--- config.mk ---
export PLATFORM = sky130hd
export DESIGN_NAME = chunked_serial_adder
export DESIGN_NICKNAME = d
export VERILOG_FILES = /design/src/rtl/chunked_serial_adder.sv
export SDC_FILE = /design/constraint.sdc
export NUM_CORES = 1
export LEC_CHECK = 0
export CAP_MARGIN = 20
export CORE_MARGIN = 5
export CORE_UTILIZATION = 40
export DETAILED_ROUTE_END_ITERATION = 6
export GPL_TIMING_DRIVEN = 0
export PLACE_DENSITY = 0.66
export SLEW_MARGIN = 20
export SYNTH_ARGS = -nofsm -noshare
export SYNTH_HDL_FRONTEND = slang
export SYNTH_SLANG_ARGS = --single-unit
--- constraint.sdc ---
create_clock -name clk -period 1.9 [get_ports clk]
set_input_delay 0.57 -clock clk [delete_from_list [all_inputs] [get_ports clk]]
set_output_delay 0.57 -clock clk [all_outputs]
set_load 0.05 [all_outputs]
--- src/rtl/chunked_serial_adder.sv ---
// Multi-cycle adder/subtractor. Each clock adds CHUNK bits of the operands, and the carry
// is held in a register between chunks. Valid/ready handshakes sit on the input and the output.
module chunked_serial_adder #(
  parameter int WIDTH = 6,
  parameter int CHUNK = 2
) (
  input  logic             clk,
  input  logic             rst,
  input  logic             in_valid,
  output logic             in_ready,
  input  logic [WIDTH-1:0] a,
  input  logic [WIDTH-1:0] b,
  input  logic             sub,
  input  logic             sat,
  output logic             out_valid,
  input  logic             out_ready,
  output logic [WIDTH-1:0] sum,
  output logic             cout,
  output logic             ovf
);

  localparam int NCHUNK = WIDTH / CHUNK;
  localparam int CNT_W  = (NCHUNK > 1) ? $clog2(NCHUNK) : 1;
  localparam logic [CNT_W-1:0] LAST_CNT = CNT_W'(NCHUNK - 1);

  typedef enum logic [1:0] {IDLE, RUN, DONE} state_e;

  state_e           state_q, state_d;
  logic [WIDTH-1:0] a_q, a_d, b_q, b_d;
  logic [WIDTH-1:0] res_q, res_d, sum_q, sum_d;
  logic             sub_q, sub_d, sat_q, sat_d;
  logic             carry_q, carry_d, cout_q, cout_d, ovf_q, ovf_d;
  logic [CNT_W-1:0] cnt_q, cnt_d;
  logic [CHUNK:0]   chunk_add;
  logic             msb_cin;

  // The operands shift right by one chunk on every RUN edge. This keeps the active chunk
  // in the low bits, and the result fills in from the top.
  assign chunk_add = {1'b0, a_q[CHUNK-1:0]} + {1'b0, b_q[CHUNK-1:0]} + (CHUNK+1)'(carry_q);
  // On the last chunk, bit CHUNK-1 is the MSB, so sum ^ a ^ b recovers the carry into it.
  assign msb_cin   = chunk_add[CHUNK-1] ^ a_q[CHUNK-1] ^ b_q[CHUNK-1];

  always_comb begin
    // NOTE: every next-state signal gets its hold value first, so no path can infer a latch.
    state_d = state_q;
    a_d     = a_q;
    b_d     = b_q;
    res_d   = res_q;
    sum_d   = sum_q;
    sub_d   = sub_q;
    sat_d   = sat_q;
    carry_d = carry_q;
    cout_d  = cout_q;
    ovf_d   = ovf_q;
    cnt_d   = cnt_q;
    unique case (state_q)
      IDLE: begin
        if (in_valid) begin
          a_d     = a;
          b_d     = sub ? ~b : b;
          sub_d   = sub;
          sat_d   = sat;
          carry_d = sub;
          cnt_d   = '0;
          state_d = RUN;
        end
      end
      RUN: begin
        a_d     = a_q >> CHUNK;
        b_d     = b_q >> CHUNK;
        res_d   = (res_q >> CHUNK) | (WIDTH'(chunk_add[CHUNK-1:0]) << (WIDTH - CHUNK));
        carry_d = chunk_add[CHUNK];
        cnt_d   = cnt_q + CNT_W'(1);
        if (cnt_q == LAST_CNT) begin
          cout_d  = chunk_add[CHUNK];
          ovf_d   = msb_cin ^ chunk_add[CHUNK];
          sum_d   = res_d;
          if (sat_q && !sub_q && chunk_add[CHUNK])
            sum_d = '1;
          else if (sat_q && sub_q && !chunk_add[CHUNK])
            sum_d = '0;
          state_d = DONE;
        end
      end
      DONE: begin
        if (out_ready) state_d = IDLE;
      end
      default: state_d = IDLE;
    endcase
  end

  // NOTE: the datapath registers are reset together with the FSM. The visible result flags
  // must read 0 after reset, and the whole state is only a few flops.
  always_ff @(posedge clk or posedge rst) begin
    if (rst) begin
      state_q <= IDLE;
      a_q     <= '0;
      b_q     <= '0;
      res_q   <= '0;
      sum_q   <= '0;
      sub_q   <= 1'b0;
      sat_q   <= 1'b0;
      carry_q <= 1'b0;
      cout_q  <= 1'b0;
      ovf_q   <= 1'b0;
      cnt_q   <= '0;
    end else begin
      // NOTE: non-blocking assignments make all registers update together from the values before the edge.
      state_q <= state_d;
      a_q     <= a_d;
      b_q     <= b_d;
      res_q   <= res_d;
      sum_q   <= sum_d;
      sub_q   <= sub_d;
      sat_q   <= sat_d;
      carry_q <= carry_d;
      cout_q  <= cout_d;
      ovf_q   <= ovf_d;
      cnt_q   <= cnt_d;
    end
  end

  assign in_ready  = (state_q == IDLE);
  assign out_valid = (state_q == DONE);
  assign sum       = sum_q;
  assign cout      = cout_q;
  assign ovf       = ovf_q;

endmodule
==> results of run 1 <==
worst paths after layout:
check | start | endpoint | cells after the start
max in group asynchronous | rst | b_q[1] | 2
min in group asynchronous | rst | state_q[1] | 2
worst max register to register | a_q[0] | ovf | 6
worst min register to register | ovf | ovf | 2
worst min-delay path | ovf | ovf | 2
worst max-delay path | a_q[0] | ovf | 6
metrics by stage:
stage	power, W	utilization [%]	hold slack [ns]
CTS	0.00343	52.5	0.483
finish	0.00347	52.8	0.481
floorplan	0.00243	-	0.458
global placement	0.00285	50.0	0.463
detailed placement	0.00292	50.0	0.473
global route	0.00371	52.8	0.518
per-layer routing:
layer | routed length, um | GRT usage (%) | up-vias
li1 | - | - | 574
met1 | 1400 | 15.6 | 571
met2 | 1640 | 22.2 | 33
met3 | 186 | 5.19 | 2
met4 | 14 | 5.43 | 0
met5 | 0 | 0 | -
report_power, final:
group	leakage [nW]	total, W	switching (W)	internal (W)
Clock	0.0422	0.000494	0.000238	0.000257
Combinational	0.463	0.00183	0.00107	0.000761
Sequential	0.396	0.00115	0.000193	0.000955
Total	0.902	0.00347	0.00150	0.00197
flip-flops by register name (all words and copies together), names as in the netlist:
register / count
sum: 6
a_q: 6
cout: 1
state_q: 2
ovf: 1
b_q: 6
sub_q: 1
cnt_q: 2
carry_q: 1
sat_q: 1
res_q: 4
cell usage in the layout (no fill, tap or decap), types with 2 or more instances in the layout:
| cell | synthesis | routed |
|---|---|---|
| clkbuf_8 | 0 | 5 |
| a21oi_1 | 8 | 8 |
| clkbuf_1 | 1 | 3 |
| buf_6 | 2 | 2 |
| o21ai_1 | 1 | 3 |
| buf_4 | 0 | 3 |
| xnor2_1 | 9 | 8 |
| dlygate4sd2_1 | 0 | 8 |
| dfrtp_1 | 31 | 31 |
| o21ai_2 | 4 | 4 |
| inv_1 | 15 | 13 |
| inv_2 | 0 | 2 |
| a22oi_1 | 4 | 4 |
| nand2b_1 | 3 | 2 |
| nand2_1 | 8 | 8 |
| a2bb2oi_1 | 2 | 2 |
| a22o_1 | 6 | 6 |
| fa_2 | 0 | 2 |
| buf_2 | 5 | 6 |
| nand3_1 | 5 | 5 |
| clkdlybuf4s50_1 | 0 | 16 |
| o21ai_0 | 19 | 17 |
| mux2_4 | 2 | 2 |
| a221o_1 | 4 | 4 |
| nor2b_1 | 2 | 2 |
| nor2_1 | 5 | 5 |
| and2b_1 | 2 | 2 |
cell families (layout without fill, tap and decap cells):
logic type	Yosys count	after routing
xor+xnor	9	9
fa+ha+maj	3	3
mux	2	2
buf+inv	23	59
simple gates	28	28
compound gates	50	50
flops	31	31
layout make-up:
cell class | instances | area, um^2 | share of cell area (%)
multi-input combinational | 92 | 664 | 34.1
inverter | 15 | 56.3 | 2.89
timing repair buffer | 28 | 258 | 13.2
sequential | 31 | 776 | 39.8
tap | 48 | 60.1 | 3.08
clock buffer | 7 | 76.3 | 3.92
buffer | 8 | 51.3 | 2.63
clock inverter | 1 | 5.00 | 0.257
tightest hold or removal path, delay by kind of cell, from the launching register on:
family | cells | cell delay (ns)
flip-flops | 1 | 0.34
AO/OA/AOI/OAI | 1 | 0.06
AND/OR/NAND/NOR | 1 | 0.05
timing repair:
item | CTS | global route
pin swaps | 1 | 1
setup buffers | 2 | 0
hold buffers | 0 | 0
setup endpoints to repair | 17 | 3
resized for setup | 24 | 5
==> summary.txt, run 1 <==
Outcome
  – Outcome: finished, final reports clean

Timing
  – Slew Viols, Final: 0
  – Slew headroom: 57.6%
  – TNS Setup: 0 ns
  – RSZ-0062 raised after global routing: yes
  – Worst setup margin: 0.0504 ns
  – Fin crit period: 1.85 ns
  – Worst Max-Slew Pin Slew: 0.634 ns
  – Tcrit/Tclk final: 97.3%
  – Clk_skew: 0.00531 ns
  – Achievable Freq: 0.541 GHz
  – Final Hold Viols: 0
  – Setup-failing EPs final: 0

Yosys
  – Seq/Total Area, Yosys: 50.9%
  – Largest family of logic cells by synthesized area: compound AO/OA/AOI/OAI gates
  – Adder-Cell Fraction of Synth Area: 3.45%
  – Compound-gate portion of the synthesized area: 22.1%
  – Synth Register Bits: 31
  – Syn avg cell area: 10.4 um^2
  – Syn_nets: 167
  – Synth top area cells: dfrtp_1 51%, o21ai_0 6.2%, xnor2_1 5.2%
  – Post-synthesis mux area share: 1.97%
  – Most used DFF post-synth: dfrtp_1
  – Mapped Area: 1530 um^2
  – Synth cell types: 28
  – Count leader, synth: dfrtp_1
  – Post-Synthesis Cells: 146
  – Synth top cells by count: 31 x dfrtp_1, 19 x o21ai_0, 15 x inv_1
  – Synth Area in Simple Gates: 9.35%
  – Cell taking the most area after synthesis: dfrtp_1
  – Post-synth top area share: 50.9%
  – Synth Area in XOR/XNOR: 5.17%
  – FFs w/ async S/R, synth: 100%
  – Post-synth EDFFs: 0
  – Ys Warns: 0

Power and ir drop
  – VDD IR max: 741 uV
  – Static Leak: 0.902 nW
  – PwrDens: 1780 nW/um^2

Die
  – Die height: 71.8 um
  – Die area: 5150 um^2
  – Initial core utilization: 41.4%
  – Core area: 3690 um^2
  – Row count: 22
  – IO Pins: 28
  – Die width: 71.8 um

Placed design
  – Routability cong.: 0.785
  – Hpwl dp: 2.36 mm
  – Port buffer count: 26
  – Placed cells: 220
  – Pre-CTS WS: -0.239 ns
  – Placed Area: 1850 um^2

Global routing
  – Vias in the first global route: 1170
  – First-pass GRT wire length: 5.35 mm
  – Initial antenna violation count: 0
  – Overflow after GRT: 0
  – All-Layer GR Usage: 13.4%
  – Largest net degree at the start of global routing: 32

Drt
  – DRC: 0
  – Avg WL per Cell: 14.1 um
  – Vias/cell: 5.13
  – Antenna-violating nets left: 0
  – Vias: 1180
  – Drt total wl: 3.24 mm
  – DRT Pass-1 Iters: 4
  – Initial DRC Count: 46

Clock network
  – Sink Count: 31
  – TritonCTS Buffers: 5
  – Clock root buffer: clkbuf_8
  – Worst skew pair latency: 0.28 ns
  – Clock buffer depth: 2
  – CTS H-Tree Depth: 2
  – CTS tree: yes
  – Worst-path clk slew: 0.06 ns

Critical path
  – Crit path cell chain: inv_2, fa_2, fa_2, xnor2_2, xnor2_1, o21ai_1
  – Crit path launch type: register
  – Worst Path Max Fanout: 4
  – Critical path type: reg2reg
  – Top delay family on crit path: adder cells
  – R2r setup slk: 0.05 ns
  – CP peak stage delay: 0.59 ns
  – Critical Path RT: 2.06 ns
  – CP arrival: 2.01 ns
  – Cell mode on critical path: fa_2
  – WP buf/inv: 1
  – Critical path's slowest cell: fa_2
  – Setup crit end kind: register

Final layout
  – Nets@finish: 202
  – FILL cells: 349
  – Share of cells above drive strength 1: 17.0%
  – Fin cells: 230
  – Synthesis-to-layout area growth: 27.6%
  – Fin area: 1950 um^2
  – Ant. Diodes: 0

Flow run
  – Max-Cap Viols: 0

Min path
  – Tightest Hold Check Type: reg2reg
Power figures use the tool's default switching activity.
==> run 2, diff against run 1 <==
Settings changed: CTS_CLUSTER_SIZE from default to 20.
==> results of run 2 <==
Final layout, timing and power as in run 1 (identical DEF).
==> run 3, diff against run 2 <==
Settings changed: CAP_MARGIN 20 to default, CORE_MARGIN 5 to 8.
==> run 3 against run 2 <==
Against the previous run: non-clock buffer count up 2; register-to-register slack better by 0.03 ns; utilization up 1.4 points; first-iteration DRC count up 65%; setup slack better by 0.021 ns; clock-buffer cell count up 1; worst hold slack worse by 0.0075 ns; final cell count up 0.87%; critical path type is now reg2out; highest routed layer unchanged.
==> summary.txt, run 3 (synthesized netlist as in run 1, its figures left out) <==
Timing
  – Slew Viols, Final: 0
  – RSZ-0062 raised after global routing: no
  – Fin crit period: 1.83 ns
  – Tcrit/Tclk final: 96.2%
  – Setup-failing EPs final: 0
  – TNS Setup: 0 ns
  – Achievable Freq: 0.547 GHz
  – Final Hold Viols: 0
  – Slew headroom: 58.1%
  – Clk_skew: 0.00584 ns
  – Worst Max-Slew Pin Slew: 0.628 ns

Critical path
  – Critical path type: reg2out
  – CP arrival: 1.26 ns
  – Setup crit end kind: output pin
  – Crit path launch type: register
  – Worst Path Max Fanout: 10
  – Critical Path RT: 1.33 ns

Final layout
  – Ant. Diodes: 0
  – Synthesis-to-layout area growth: 30.0%
  – Fin cells: 232
  – Fin area: 1980 um^2
  – FILL cells: 340
  – Share of cells above drive strength 1: 17.9%
  – Most frequent cells in the layout: 31 x dfrtp_1, 18 x o21ai_0, 16 x clkdlybuf4s50_1
  – Nets@finish: 204
  – Most common cell after layout, fill and taps aside: dfrtp_1

Die
  – Initial core utilization: 41.7%
  – Core area: 3660 um^2
  – IO Pins: 28
  – Die area: 6050 um^2
  – Row count: 22
  – Die width: 77.8 um
  – Die height: 77.8 um

Global routing
  – Vias in the first global route: 1164
  – Initial antenna violation count: 0
  – First-pass GRT wire length: 5.36 mm
  – All-Layer GR Usage: 11.2%
  – Overflow after GRT: 0
  – Largest net degree at the start of global routing: 32

Placed design
  – Placed Area: 1850 um^2
  – Placed cells: 220
  – Routability cong.: 0.801
  – Port buffer count: 26
  – Hpwl dp: 2.45 mm

Clock network
  – CTS tree: yes
  – Worst skew pair latency: 0.29 ns
  – Hold buffers post-CTS: 0
  – TritonCTS Buffers: 5
  – CTS H-Tree Depth: 2
  – Clock root buffer: clkbuf_8
  – Worst-path clk slew: 0.06 ns
  – Clock buffer depth: 2
  – Sink Count: 31

Drt
  – Drt total wl: 3.18 mm
  – Antenna-violating nets left: 0
  – DRC: 0
  – Vias/cell: 4.97
  – Initial DRC Count: 76
  – DRT Pass-1 Iters: 4
  – Vias: 1154
  – Avg WL per Cell: 13.7 um

Power and ir drop
  – Sw frac: 41.8%
  – Static Leak: 0.920 nW
  – Comb pwr share: 51.9%
  – Pint: 0.00207 W
  – VDD IR max: 814 uV
  – Total net switching power: 0.00148 W
  – Clock share of power: 15.9%
  – PwrDens: 1790 nW/um^2
  – Flop pwr share: 32.2%

Flow run
  – Max-Cap Viols: 0

Min path
  – Tightest Hold Check Type: reg2reg

Outcome
  – Outcome: finished, final reports clean
-- run 3: repair_timing --
action / 4_1_cts / 5_1_grt
endpoints found under the setup margin: 17 / 3
gates resized for setup: 23 / 4
pin swaps: 2 / 2
buffers inserted: 1 / 3
-- run 3: metrics by stage --
stage	setup slack [ns]	total power [W]	util [%]	hold slack, ns
detailed placement	-0.222	0.00293	50.4	0.470
CTS	0.00476	0.00350	53.2	0.480
global route	0.00334	0.00383	54.2	0.503
global placement	-0.203	0.00286	50.4	0.462
finish	0.0718	0.00355	54.2	0.473
floorplan	0.0786	0.00243	-	0.458
-- run 3: critical path: stages, from the launching register on --
cell,delay [ns]
dfrtp_1,0.37
buf_2,0.17
nand2b_1,0.17
inv_1,0.05
clkbuf_4,0.22
-- run 3: power groups by stage --
stage | clock network [W] | registers, W | logic (W)
3_3_place_gp | 0 | 0.00114 | 0.00172
3_5_place_dp | 0 | 0.00115 | 0.00178
6_report | 0.000565 | 0.00114 | 0.00185
2_1_floorplan | 0 | 0.00132 | 0.00111
5_1_grt | 0.000609 | 0.00118 | 0.00204
4_1_cts | 0.000575 | 0.00114 | 0.00178
-- run 3: layer usage --
metal	track usage [%]	vias up	wire length, um
met4	3.40	0	33
met2	17.4	25	1530
met1	13.1	546	1410
li1	-	579	-
met5	0	-	0
met3	6.11	4	209
-- run 3: area by class of cell --
| type | count | area, um^2 | share of cell area [%] |
|---|---|---|---|
| flip-flops and latches | 31 | 776 | 39.1 |
| multi-input cells | 92 | 664 | 33.5 |
| repair buffers | 30 | 273 | 13.8 |
| clock buffers | 8 | 100 | 5.05 |
| well taps | 48 | 60.1 | 3.03 |
| inverters | 15 | 56.3 | 2.84 |
| plain buffers | 8 | 53.8 | 2.71 |
-- run 3: final timing paths --
check,startpoint,to,slack (ns),depth (start not counted)
setup / recovery,state_q[0],out_valid,0.07,4
hold / removal,cout,cout,0.47,2
setup reg to reg,b_q[0],ovf,0.08,6
hold reg to reg,cout,cout,0.47,2
max in group asynchronous,rst,b_q[5],0.80,2
min in group asynchronous,rst,state_q[1],0.68,2
